**src/rtl/mem_port_arbiter.sv**
```systemverilog
// Round-robin arbiter/sequencer sharing one MOV/MOC memory port between fetch and data requesters.
// Optional BUSY timeout abort enabled by defining MEM_ARB_TIMEOUT_EN (TIMEOUT cycles, 1..255).
module mem_port_arbiter #(
  parameter int unsigned TIMEOUT = 16
) (
  input  logic        clk,
  input  logic        reset,
  input  logic        i_req,
  input  logic [31:0] i_addr,
  output logic        i_done,
  input  logic        d_req,
  input  logic        d_rw,
  input  logic [1:0]  d_size,
  input  logic [31:0] d_addr,
  input  logic [31:0] d_wdata,
  output logic        d_done,
  output logic [31:0] rdata,
  output logic        err,
  output logic        mem_mov,
  output logic        mem_rw,
  output logic [1:0]  mem_size,
  output logic [31:0] mem_addr,
  output logic [31:0] mem_wdata,
  input  logic        mem_moc,
  input  logic [31:0] mem_rdata
);

  typedef enum logic [1:0] {IDLE, BUSY, DONE} state_t;

  state_t state, state_nx;
  logic   last_gnt;  // 1 = data won the most recent grant, 0 = fetch
  logic   grant_d;
  logic   tmo_hit;

  if (TIMEOUT < 1 || TIMEOUT > 255) begin : g_bad_timeout
    $error("mem_port_arbiter: TIMEOUT must be within 1..255");
  end

  // On a tie the requester that did not win last time gets the port.
  always_comb grant_d = d_req && (!i_req || !last_gnt);

`ifdef MEM_ARB_TIMEOUT_EN
  logic [7:0] tmo_cnt;
  logic       timed_out;

  always_comb tmo_hit = (state == BUSY) && !mem_moc && (tmo_cnt == 8'(TIMEOUT - 1));

  always_ff @(posedge clk) begin
    if (reset) begin
      tmo_cnt   <= 8'd0;
      timed_out <= 1'b0;
    end else begin
      case (state)
        IDLE: begin
          tmo_cnt   <= 8'd0;
          timed_out <= 1'b0;
        end
        BUSY: begin
          if (!mem_moc) tmo_cnt <= tmo_cnt + 8'd1;
          if (tmo_hit)  timed_out <= 1'b1;
        end
        default: ;
      endcase
    end
  end

  always_comb err = (state == DONE) && timed_out;
`else
  always_comb tmo_hit = 1'b0;
  always_comb err     = 1'b0;
`endif

  always_comb begin
    state_nx = state;
    case (state)
      IDLE:    if (i_req || d_req) state_nx = BUSY;
      BUSY:    if (mem_moc || tmo_hit) state_nx = DONE;
      DONE:    state_nx = IDLE;
      default: state_nx = IDLE;
    endcase
  end

  always_ff @(posedge clk) begin
    if (reset) begin
      state     <= IDLE;
      last_gnt  <= 1'b0;
      mem_rw    <= 1'b1;
      mem_size  <= 2'b10;
      mem_addr  <= 32'h0;
      mem_wdata <= 32'h0;
      rdata     <= 32'h0;
    end else begin
      state <= state_nx;
      if (state == IDLE && (i_req || d_req)) begin
        last_gnt <= grant_d;
        if (grant_d) begin
          mem_rw    <= d_rw;
          mem_size  <= d_size;
          mem_addr  <= d_addr;
          mem_wdata <= d_wdata;
        end else begin
          mem_rw   <= 1'b1;
          mem_size <= 2'b10;
          mem_addr <= i_addr;
        end
      end
      // MOC wins over a timeout landing on the same edge.
      if (state == BUSY) begin
        if (mem_moc) begin
          if (mem_rw) rdata <= mem_rdata;
        end else if (tmo_hit) begin
          rdata <= 32'h0;
        end
      end
    end
  end

  always_comb begin
    mem_mov = (state == BUSY);
    i_done  = (state == DONE) && !last_gnt;
    d_done  = (state == DONE) && last_gnt;
  end

endmodule

```
**config.mk**
```make
export PLATFORM = sky130hd
export DESIGN_NAME = mem_port_arbiter
export DESIGN_NICKNAME = d
export VERILOG_FILES = /design/src/rtl/mem_port_arbiter.sv
export SDC_FILE = /design/constraint.sdc
export NUM_CORES = 1
export LEC_CHECK = 0
export ABC_AREA = 1
export ABC_CLOCK_PERIOD_IN_PS = 1500
export BUFFER_PORTS_ARGS = -buffer_cell sky130_fd_sc_hd__buf_2
export CORE_ASPECT_RATIO = 0.8
export CORE_MARGIN = 4
export CORE_UTILIZATION = 46
export CTS_CLUSTER_SIZE = 25
export DETAILED_ROUTE_END_ITERATION = 10
export PLACE_DENSITY_LB_ADDON = 0.15
export SLEW_MARGIN = 5
export SYNTH_ARGS = -nofsm -noshare
export SYNTH_HDL_FRONTEND = slang
export SYNTH_SLANG_ARGS = --single-unit
```
**constraint.sdc**
```tcl
create_clock -name clk -period 1.5 [get_ports clk]
set_input_delay 0.15 -clock clk [delete_from_list [all_inputs] [get_ports clk]]
set_output_delay 0.15 -clock clk [all_outputs]
set_load 0.05 [all_outputs]
```
==> run summary <==
CTS sink count: 102
WL met3: 1020 um
most frequent cells in the layout: nand2_1, buf_2, nor2_1, inv_1, dfxtp_1
die area: 12200 um^2
Starting Density: 0.471
Crit-path slowest cell: dfxtp_1
multi-input combinational cell area: 2000 um^2
Iter 0 DRT Violations: 206
First-pass DRT Iterations: 4
FMAX: 0.710 GHz
post-CTS setup buffers: 0
top layer in use: met4
synth-to-layout area growth: 32.1%
syn nets: 917
vias in the first global route: 4042
Avg Inst Size Synth: 6.17 um^2
Final GP Congestion: 0.806
post-synthesis sequential area ratio: 0.423
leading area contributor after synthesis: dfxtp_1
core area: 10200 um^2
cell internal pwr: 5.10 mW
largest net degree at the start of global routing: 70
#FFs+latches synth: 102
routed vias: 4781
Clock Power Share: 0.309
share of power burned in registers: 0.393
average wire per standard cell: 10.2 um
final core occ: 0.622
leakage power: 3.93 nW
Ys Warns: 0
GRT Resource Usage Total: 0.185
Startpoint Class: flip-flop
CTS tree: built
Root Buffer: clkbuf_16
crit-path max FO: 5
I/O Buffers: 237
outcome: complete, no violations
remaining routing DRC violations: 0
RSZ-0062 raised after global routing: false
Max stage delay on crit path: 0.42 ns
Pwr per Cell Area: 1240 nW/um^2
Die X: 122 um
Gate power share: 0.298
global route overflow: 0
Cell Chain, Critical Path: inv_2 -> nor3_2 -> buf_2
CTS buffer count: 9
commonest non-fill, non-tap cell in the layout: nand2_1
min Tclk post-route: 1.41 ns
final wirelength: 11700 um
synthesized area: 4820 um^2
NetSw: 2.80 mW
synth unique cells: 25
first-pass GRT wire length: 18300 um
initial antenna violation count: 0
# nets final: 1137
MaxCap Viol Count: 0
filler cell count: 1045
final hold slack: 0.0359 ns
synth top area cells: dfxtp_1, nand2_1, nor2_1
register area: 2040 um^2
Critical Path RT: 1.35 ns
Post-Syn Instances: 781
Skew-Pair Late Insertion Delay: 0.33 ns
Synth top area share: 0.423
final hold viol count: 0
cts hold-fix bufs: 0
r2r setup slk: 0.19 ns
peak supply drop: 0.000737 V
Power Total: 7.90 mW
Rows: 33
met2 routed WL: 5340 um
critical path class: reg2out
met1 WL: 5200 um
Die Y-Extent: 99.6 um
DP Wirelength: 8720 um
setup_tns: 0 ns
Net Sw Frac: 0.355
clock buffer depth: 2
antenna-violating nets left: 0
Final period util: 0.939
Ports: 239
setup violators final: 0
HP Class: in2reg
H-tree levels: 3
Inserted Diodes: 0
Fin Clk Skew: 0.00563 ns
Clock transition at path regs: 0.07 ns
Via density: 4.17
CP endpoint kind: output pin
share of layout cells above drive strength 1: 0.271
WP data arrival: 1.26 ns
Slew Viols, Final: 0
==> cell type report <==
class / count / share of cell area
Clock buffer: 10 / 0.0359
Clock inverter: 6 / 0.0136
Inverter: 134 / 0.0789
Multi-Input combinational cell: 509 / 0.314
Sequential cell: 102 / 0.321
Tap cell: 140 / 0.0275
Timing Repair Buffer: 245 / 0.210
==> cells in the mapped netlist <==
library cell  number
a21oi_1            3
and3_1             1
buf_1              1
buf_2             11
buf_4              1
buf_6             16
buf_8              1
clkbuf_1           6
conb_1             1
dfxtp_1          102
inv_1            131
inv_2              3
nand2_1          262
nand2_2            2
nand2_4            2
nand3_1            3
nand4_1            1
nand4_4            1
nor2_1           226
nor2_2             1
nor2_4             1
nor2_8             1
nor3_1             1
nor4_1             1
o21ai_1            2
==> critical path: cells and delay by family, from the launching register on <==
family | cells | cell delay, ns
buf+inv | 2 | 0.40
flops | 1 | 0.42
simple gates | 1 | 0.10
==> layer usage <==
layer / GRT usage / vias to the layer above
met5: 0 / -
met4: 0.0508 / 0
met3: 0.0654 / 15
met2: 0.303 / 145
met1: 0.231 / 1978
li1: - / 2643
==> cells by family (layout without fill, tap and decap cells) <==
logic type,Yosys count,in the layout,synth area share
flops,102,102,0.423
other cells,1,1,0.000778
compound gates,5,5,0.00519
simple gates,503,503,0.407
buf+inv,170,395,0.163
==> state kept, by name, indices dropped and copies added, names as in the netlist <==
register   count
last_gnt       1
mem_size       2
rdata         32
state          2
mem_rw         1
mem_wdata     32
mem_addr      32
==> metrics by stage <==
step	std cells	area (um^2)	setup WS (ns)
2_1_floorplan	781	4830	0.000707
3_3_place_gp	1130	6050	0.205
3_5_place_dp	1130	6050	0.178
4_1_cts	1146	6370	0.0270
5_1_grt	1146	6370	0.00208
6_report	1146	6370	0.0912
==> worst paths after layout <==
check	start	to	cells past startpoint
setup / recovery	state[1]$_SDFFE_PP0P_	i_done	3
hold reg to reg	mem_size[0]$_SDFFE_PP0P_	mem_size[0]$_SDFFE_PP0P_	2
hold / removal	mem_rdata[9]	rdata[9]$_SDFFE_PP0P_	3
setup reg to reg	state[1]$_SDFFE_PP0P_	mem_addr[18]$_SDFFE_PP0P_	7
==> repair_timing <==
item,CTS,global route
endpoints found under the setup margin,1,2
pin swaps,0,0
gates resized for setup,1,1
==> power groups by stage <==
stage	clock network [mW]	registers [mW]	logic, mW
6_report	2.44	3.10	2.35
5_1_grt	2.61	3.13	2.58
4_1_cts	2.52	3.10	2.37
3_5_place_dp	0	3.16	2.37
3_3_place_gp	0	3.16	2.36
2_1_floorplan	0	4.06	0.904
No activity file was read; power rests on OpenSTA's default activity.
